===== src/rtl/i2c_target_resp.sv =====
// I2C target: 2-FF synchronized scl/sda, START/STOP detection, 7-bit address match, byte write/read.
// Define I2C_TARGET_FILTER_EN to insert a 3-sample majority filter after the synchronizer.
module i2c_target_resp #(
  parameter logic [6:0] TARGET_ADDR = 7'h55
) (
  input  logic       clk,
  input  logic       rst,
  input  logic       scl_i,
  input  logic       sda_i,
  output logic       sda_oe,
  input  logic [7:0] tx_data,
  output logic       tx_req,
  output logic [7:0] rx_data,
  output logic       rx_valid,
  output logic       busy
);

  typedef enum logic [2:0] {
    IDLE, ADDR, ADDR_ACK, WR_BYTE, WR_ACK, RD_BYTE, RD_ACK, IGNORE
  } state_t;

  logic [1:0] scl_sync, sda_sync;
  logic       scl_s, sda_s;
  logic       scl_f, sda_f;
  logic       scl_d, sda_d;

  // NOTE: sequential state is assigned with <= only, so every flop samples pre-edge values.
  always_ff @(posedge clk) begin
    if (rst) begin
      scl_sync <= 2'b11;
      sda_sync <= 2'b11;
    end else begin
      scl_sync <= {scl_sync[0], scl_i};
      sda_sync <= {sda_sync[0], sda_i};
    end
  end

  assign scl_s = scl_sync[1];
  assign sda_s = sda_sync[1];

`ifdef I2C_TARGET_FILTER_EN
  logic [1:0] scl_hist, sda_hist;

  // Majority of the current and two previous samples; a 1-cycle pulse never wins.
  always_ff @(posedge clk) begin
    if (rst) begin
      scl_hist <= 2'b11;
      sda_hist <= 2'b11;
      scl_f    <= 1'b1;
      sda_f    <= 1'b1;
    end else begin
      scl_hist <= {scl_hist[0], scl_s};
      sda_hist <= {sda_hist[0], sda_s};
      scl_f    <= (scl_s & scl_hist[0]) | (scl_s & scl_hist[1]) | (scl_hist[0] & scl_hist[1]);
      sda_f    <= (sda_s & sda_hist[0]) | (sda_s & sda_hist[1]) | (sda_hist[0] & sda_hist[1]);
    end
  end
`else
  assign scl_f = scl_s;
  assign sda_f = sda_s;
`endif

  always_ff @(posedge clk) begin
    if (rst) begin
      scl_d <= 1'b1;
      sda_d <= 1'b1;
    end else begin
      scl_d <= scl_f;
      sda_d <= sda_f;
    end
  end

  logic scl_rise, scl_fall, start_det, stop_det;

  assign scl_rise  = scl_f & ~scl_d;
  assign scl_fall  = ~scl_f & scl_d;
  assign start_det = scl_f & scl_d & sda_d & ~sda_f;
  assign stop_det  = scl_f & scl_d & ~sda_d & sda_f;

  state_t     state, state_nxt;
  logic [3:0] cnt, cnt_nxt;
  logic [7:0] shreg, shreg_nxt;
  logic [7:0] rx_data_nxt;
  logic       nack, nack_nxt;
  logic       oe_nxt, busy_nxt, rx_valid_nxt, tx_load;

  // NOTE: every signal written here gets a default first, so no latch is inferred.
  always_comb begin
    state_nxt    = state;
    cnt_nxt      = cnt;
    shreg_nxt    = shreg;
    nack_nxt     = nack;
    oe_nxt       = sda_oe;
    busy_nxt     = busy;
    rx_data_nxt  = rx_data;
    rx_valid_nxt = 1'b0;
    tx_load      = 1'b0;

    if (stop_det) begin
      state_nxt = IDLE;
      cnt_nxt   = 4'd0;
      oe_nxt    = 1'b0;
      busy_nxt  = 1'b0;
    end else if (start_det) begin
      state_nxt = ADDR;
      cnt_nxt   = 4'd0;
      oe_nxt    = 1'b0;
      busy_nxt  = 1'b0;
    end else begin
      unique case (state)
        IDLE: oe_nxt = 1'b0;

        ADDR: begin
          if (scl_rise && cnt < 4'd8) begin
            shreg_nxt = {shreg[6:0], sda_f};
            cnt_nxt   = cnt + 4'd1;
          end else if (scl_fall && cnt == 4'd8) begin
            if (shreg[7:1] == TARGET_ADDR) begin
              oe_nxt    = 1'b1;
              busy_nxt  = 1'b1;
              state_nxt = ADDR_ACK;
            end else begin
              state_nxt = IGNORE;
            end
          end
        end

        // The counter runs 0..8 for data and reaches 9 on the ACK bit, then wraps to 0.
        ADDR_ACK: begin
          if (scl_rise && cnt == 4'd8) begin
            cnt_nxt = 4'd9;
          end else if (scl_fall && cnt == 4'd9) begin
            cnt_nxt = 4'd0;
            if (shreg[0]) begin
              tx_load   = 1'b1;
              shreg_nxt = tx_data;
              oe_nxt    = ~tx_data[7];
              state_nxt = RD_BYTE;
            end else begin
              oe_nxt    = 1'b0;
              state_nxt = WR_BYTE;
            end
          end
        end

        WR_BYTE: begin
          if (scl_rise && cnt < 4'd8) begin
            shreg_nxt = {shreg[6:0], sda_f};
            cnt_nxt   = cnt + 4'd1;
          end else if (scl_fall && cnt == 4'd8) begin
            rx_data_nxt  = shreg;
            rx_valid_nxt = 1'b1;
            oe_nxt       = 1'b1;
            state_nxt    = WR_ACK;
          end
        end

        WR_ACK: begin
          if (scl_rise && cnt == 4'd8) begin
            cnt_nxt = 4'd9;
          end else if (scl_fall && cnt == 4'd9) begin
            cnt_nxt   = 4'd0;
            oe_nxt    = 1'b0;
            state_nxt = WR_BYTE;
          end
        end

        RD_BYTE: begin
          if (scl_rise && cnt < 4'd8) begin
            cnt_nxt = cnt + 4'd1;
          end else if (scl_fall && cnt == 4'd8) begin
            oe_nxt    = 1'b0;
            state_nxt = RD_ACK;
          end else if (scl_fall && cnt != 4'd0) begin
            shreg_nxt = {shreg[6:0], 1'b0};
            oe_nxt    = ~shreg[6];
          end
        end

        RD_ACK: begin
          if (scl_rise && cnt == 4'd8) begin
            nack_nxt = sda_f;
            cnt_nxt  = 4'd9;
          end else if (scl_fall && cnt == 4'd9) begin
            cnt_nxt = 4'd0;
            if (!nack) begin
              tx_load   = 1'b1;
              shreg_nxt = tx_data;
              oe_nxt    = ~tx_data[7];
              state_nxt = RD_BYTE;
            end else begin
              oe_nxt    = 1'b0;
              busy_nxt  = 1'b0;
              state_nxt = IGNORE;
            end
          end
        end

        IGNORE: oe_nxt = 1'b0;

        default: begin
          state_nxt = IDLE;
          oe_nxt    = 1'b0;
        end
      endcase
    end
  end

  always_ff @(posedge clk) begin
    if (rst) begin
      state    <= IDLE;
      cnt      <= 4'd0;
      shreg    <= 8'h00;
      nack     <= 1'b0;
      sda_oe   <= 1'b0;
      busy     <= 1'b0;
      rx_data  <= 8'h00;
      rx_valid <= 1'b0;
    end else begin
      state    <= state_nxt;
      cnt      <= cnt_nxt;
      shreg    <= shreg_nxt;
      nack     <= nack_nxt;
      sda_oe   <= oe_nxt;
      busy     <= busy_nxt;
      rx_data  <= rx_data_nxt;
      rx_valid <= rx_valid_nxt;
    end
  end

  // tx_data is captured on the same edge where this pulse is high.
  assign tx_req = tx_load & ~rst;

endmodule


===== config.mk =====
export PLATFORM = sky130hd
export DESIGN_NAME = i2c_target_resp
export DESIGN_NICKNAME = d
export VERILOG_FILES = /design/src/rtl/i2c_target_resp.sv
export SDC_FILE = /design/constraint.sdc
export NUM_CORES = 1
export LEC_CHECK = 0
export ABC_AREA = 1
export CAP_MARGIN = 5
export CORE_ASPECT_RATIO = 0.6
export CORE_MARGIN = 2
export CORE_UTILIZATION = 50
export CTS_CLUSTER_SIZE = 12
export DETAILED_ROUTE_END_ITERATION = 6
export PLACE_DENSITY = 0.73
export SYNTH_ARGS = -nofsm -noshare
export SYNTH_HDL_FRONTEND = slang
export SYNTH_SLANG_ARGS = --single-unit

===== constraint.sdc =====
create_clock -name clk -period 1.9 [get_ports clk]
set_input_delay 0.285 -clock clk [delete_from_list [all_inputs] [get_ports clk]]
set_output_delay 0.285 -clock clk [all_outputs]
set_load 0.1 [all_outputs]

==> impl_metrics.prom <==
# TYPE chip_impl_metric gauge
chip_impl_metric{name="cts.hold.buffers_added",unit=""} 0
chip_impl_info{name="synth_top_flop_cell",value="sky130_fd_sc_hd__dfxtp_1"} 1
chip_impl_metric{name="stdcell_area",unit="sq um"} 2340
chip_impl_metric{name="postSynthRegisterBits",unit=""} 33
chip_impl_info{name="worstSetupPathType",value="flop to primary output"} 1
chip_impl_metric{name="clock.fmax",unit="MHz"} 539
chip_impl_metric{name="core_area",unit="sq um"} 3620
chip_impl_metric{name="mappedNetlistNets",unit=""} 310
chip_impl_metric{name="first_global_vias",unit=""} 1681
chip_impl_metric{name="post-place-ws",unit="ps"} 85.1
chip_impl_metric{name="synth_largest_type_area_fraction",unit="%"} 35.3
chip_impl_metric{name="numCtsBuffers",unit=""} 5
chip_impl_metric{name="utilization",unit="%"} 64.7
chip_impl_metric{name="timing_worst_slew_pin_value",unit="ps"} 488
chip_impl_metric{name="seq_power_share",unit="%"} 36.1
chip_impl_metric{name="synth.area.mux_share",unit="%"} 0
chip_impl_metric{name="placed_area",unit="sq um"} 2200
chip_impl_metric{name="report.final.slew_viol_count",unit=""} 0
chip_impl_metric{name="synth_enable_flop_cells",unit=""} 0
chip_impl_metric{name="ctsHtreeMaxLevel",unit=""} 2
chip_impl_metric{name="dp_hpwl",unit="um"} 3720
chip_impl_metric{name="io-pin-count",unit=""} 24
chip_impl_metric{name="initial_utilization",unit="%"} 51.7
chip_impl_metric{name="synth-seq-area-share",unit="%"} 35.3
chip_impl_metric{name="area_growth",unit="%"} 25.2
chip_impl_metric{name="grt_overflow",unit=""} 0
chip_impl_info{name="unrepaired_setup_endpoints_after_global_routing",value="yes"} 1
chip_impl_info{name="cts_tree",value="yes"} 1
chip_impl_metric{name="mappedNetlistArea",unit="sq um"} 1870
chip_impl_metric{name="grt_pass1_wl",unit="um"} 8060
chip_impl_metric{name="unique_cell_type_count_in_the_yosys_netlist",unit=""} 27
chip_impl_metric{name="worst_ep_arrival_time",unit="ps"} 1570
chip_impl_info{name="synth_top_family_by_area",value="simple AND/OR/NAND/NOR gates"} 1
chip_impl_metric{name="dieArea",unit="sq um"} 4260
chip_impl_metric{name="clock_tree.buffer_depth",unit=""} 2
chip_impl_info{name="critical_path.startpoint_type",value="flop"} 1
chip_impl_info{name="timing.critical_path.slowest_stage_cell",value="sky130_fd_sc_hd__dfxtp_4"} 1
chip_impl_metric{name="nets",unit=""} 341
chip_impl_info{name="synthTopCellsByArea",value="sky130_fd_sc_hd__dfxtp_1 (35%), sky130_fd_sc_hd__nand2_1 (14%), sky130_fd_sc_hd__nor2_1 (10%)"} 1
chip_impl_metric{name="synth-compound-area-share",unit="%"} 14.1
chip_impl_metric{name="netSwitchingPower",unit="uW"} 1250
chip_impl_metric{name="detail_routed_net_length_per_standard_cell",unit="um"} 13.1
chip_impl_metric{name="clkSinkCount",unit=""} 33
chip_impl_metric{name="yosys.area_share.simple",unit="%"} 37.5
chip_impl_metric{name="drt_pass1_iterations",unit=""} 5
chip_impl_metric{name="synth_cells",unit=""} 295
chip_impl_metric{name="peak_vdd_ir",unit="mV"} 0.777
chip_impl_info{name="cts.root.buffer_cell",value="sky130_fd_sc_hd__clkbuf_8"} 1
chip_impl_metric{name="clkSlewWorstSetupHoldPaths",unit="ps"} 70
chip_impl_metric{name="cellPowerDensity",unit="nW/um^2"} 1220
chip_impl_metric{name="place_congestion",unit=""} 0.994
chip_impl_metric{name="drive_gt1_share",unit="%"} 19.9
chip_impl_metric{name="yosys.area_share.xor_xnor",unit="%"} 0.937
chip_impl_info{name="r2r_start",value="state[2]$_SDFFE_PP0P_"} 1
chip_impl_metric{name="buffer_ports.inserted",unit=""} 23
chip_impl_metric{name="sw_frac_of_total",unit="%"} 44.0
chip_impl_metric{name="critPathMaxFanout",unit=""} 4
chip_impl_metric{name="final_hold_viol_count",unit=""} 0
chip_impl_metric{name="num_rows",unit=""} 17
chip_impl_metric{name="antenna_found_initial",unit=""} 0
chip_impl_metric{name="post-route-min-period",unit="ps"} 1860
chip_impl_metric{name="postRouteAntennaNets",unit=""} 0
chip_impl_metric{name="combinationalPowerShare",unit="%"} 43.3
chip_impl_metric{name="worst_slew_margin_rel",unit="%"} 67.3
chip_impl_metric{name="grt_max_degree",unit=""} 19
chip_impl_metric{name="final_skew",unit="ps"} 7.70
chip_impl_metric{name="required",unit="ps"} 1620
chip_impl_metric{name="fin_ws",unit="ps"} 44.0
chip_impl_metric{name="die_width",unit="um"} 82.9
chip_impl_metric{name="asyncSetResetFlopFracSynth",unit="%"} 0
chip_impl_metric{name="clockPowerShare",unit="%"} 20.5
chip_impl_metric{name="num_vias",unit=""} 1976
chip_impl_metric{name="antennaDiodeCount",unit=""} 0
chip_impl_info{name="cells_along_the_critical_path",value="inv_4, ha_4, nand3_4, nor2_4, nand2_2, a211oi_4, buf_12"} 1
chip_impl_metric{name="detailedRoute.firstIterationViolations",unit=""} 298
chip_impl_metric{name="cpPeakStageDelay",unit="ps"} 370
chip_impl_metric{name="total_grt_usage",unit="%"} 24.6
chip_impl_metric{name="place.detailed.instances",unit=""} 363
chip_impl_info{name="synth_largest_area_cell",value="sky130_fd_sc_hd__dfxtp_1"} 1
chip_impl_metric{name="number_of_warnings_reported_in_the_yosys_synthesis_log",unit=""} 0
chip_impl_info{name="cp-startpoint",value="cnt[1]$_SDFFE_PP0P_"} 1
chip_impl_metric{name="routed_wl",unit="um"} 4920
chip_impl_metric{name="regToRegSetupSlack",unit="ps"} 150
chip_impl_metric{name="yosys.area_share.adder",unit="%"} 2.01
chip_impl_info{name="hold_path_startpoint",value="scl_sync[0]$_SDFF_PP1_"} 1
chip_impl_metric{name="cap_viol_max_count",unit=""} 0
chip_impl_metric{name="drc",unit=""} 0
chip_impl_info{name="endpoint_kind",value="primary output"} 1
chip_impl_metric{name="final.period_utilization",unit="%"} 97.7
chip_impl_metric{name="insertion_delay",unit="ps"} 290
chip_impl_metric{name="internal_power",unit="uW"} 1590
chip_impl_metric{name="chipHeight",unit="um"} 51.4
chip_impl_metric{name="setup_viol",unit=""} 0
chip_impl_metric{name="avgSynthCellArea",unit="sq um"} 6.34
chip_impl_metric{name="layout.cells.non_filler",unit=""} 374
chip_impl_metric{name="routed_via_density",unit=""} 5.28
chip_impl_info{name="hold_class",value="flop to flop"} 1
chip_impl_metric{name="power.static_leakage",unit="uW"} 0.00107
chip_impl_info{name="run_status",value="finished, final reports clean"} 1
-- critical path: cells and delay by family (launching register included) --
| kind | cells | cell delay, ps |
|---|---|---|
| AOI/OAI and AO/OA | 1 | 260 |
| DFF | 1 | 370 |
| and+or+nand+nor | 3 | 250 |
| adders and majority gates | 1 | 130 |
| buffers and inverters | 2 | 270 |
-- logic make-up (layout without fill, tap and decap cells) --
| family | Yosys count | after routing |
|---|---|---|
| AOI/OAI and AO/OA | 49 | 49 |
| xor gates and xnor gates | 2 | 2 |
| adders and majority gates | 3 | 3 |
| buffers and inverters | 44 | 76 |
| DFF | 33 | 33 |
| and+or+nand+nor | 164 | 164 |
-- per-stage QoR --
stage                     hold slack, ps  TNS, ps  total power (uW)
after floorplan                      357    -9.03              1930
after global placement               391        0              2190
after detailed placement             398        0              2200
after CTS                            413        0              2800
after global routing                 432    -16.6              3060
final                                410        0              2850
-- per-layer routing --
metal,vias to the layer above,track usage (%),wire length (um)
met1,861,37.7,2520
met2,104,32.8,1820
met4,0,7.38,69
met3,9,6.46,497
li1,1002,-,-
met5,-,0,0
-- cell usage in the layout (no fill, tap or decap), types with 2 or more instances in the layout --
master,Yosys,final
sky130_fd_sc_hd__a31oi_1,7,7
sky130_fd_sc_hd__or2_2,4,4
sky130_fd_sc_hd__dfxtp_1,33,26
sky130_fd_sc_hd__nand3_1,23,21
sky130_fd_sc_hd__xor2_1,2,2
sky130_fd_sc_hd__dfxtp_4,0,3
sky130_fd_sc_hd__inv_4,0,2
sky130_fd_sc_hd__nor2_2,3,3
sky130_fd_sc_hd__clkbuf_8,0,7
sky130_fd_sc_hd__nand2_1,72,69
sky130_fd_sc_hd__inv_1,31,28
sky130_fd_sc_hd__nor3_1,2,2
sky130_fd_sc_hd__clkdlybuf4s50_1,0,11
sky130_fd_sc_hd__nor2_1,51,49
sky130_fd_sc_hd__nand3_2,1,2
sky130_fd_sc_hd__a21oi_1,22,22
sky130_fd_sc_hd__o21ai_0,16,16
sky130_fd_sc_hd__inv_2,4,5
sky130_fd_sc_hd__buf_4,4,20
sky130_fd_sc_hd__dfxtp_2,0,4
sky130_fd_sc_hd__nand4_1,3,3
sky130_fd_sc_hd__ha_1,3,2
sky130_fd_sc_hd__nand2_2,2,5
sky130_fd_sc_hd__nor2_4,2,4
-- Yosys cell counts, drive strengths merged (3+ instances only) --
library cell,instances
dfxtp,33
a21oi,22
nand4,3
buf,7
o21ai,18
nand3,24
nand2,74
or2,4
inv,35
ha,3
a31oi,7
nor2,56
-- repair_timing --
item                                    4_1_cts  5_1_grt
setup buffers                                 1        2
pin swaps                                     1        3
endpoints found under the setup margin        1       14
gates resized for setup                       1        7
-- final timing paths --
path / endpoint / cells past startpoint
setup / recovery: tx_req / 7
hold / removal: scl_sync[1]$_SDFF_PP1_ / 1
setup reg to reg: state[1]$_SDFFE_PP0P_ / 7
hold reg to reg: scl_sync[1]$_SDFF_PP1_ / 1
-- power groups by stage --
stage | logic [uW] | registers (uW) | clock network (uW)
2_1_floorplan | 892 | 1040 | 0
3_3_place_gp | 1180 | 1010 | 0
3_5_place_dp | 1180 | 1020 | 0
4_1_cts | 1200 | 1000 | 602
5_1_grt | 1390 | 1050 | 623
6_report | 1230 | 1030 | 585
-- final cells by class --
class,count,area (sq um)
fill,331,1270
multi-input combinational,218,1080
sequential,33,677
timing repair buffer,32,280
inverter,36,140
clock buffer,7,96.3
tap,47,58.8
clock inverter,1,5.00
-- registers in the layout, summed over array words and instances, names as in the netlist --
register / cells
rx_data: 8
shreg: 8
cnt: 4
state: 3
scl_sync: 2
sda_sync: 2
busy: 1
nack: 1
rx_valid: 1
scl_d: 1
sda_d: 1
sda_oe: 1
Note: power is estimated with default switching activity, not from simulation.
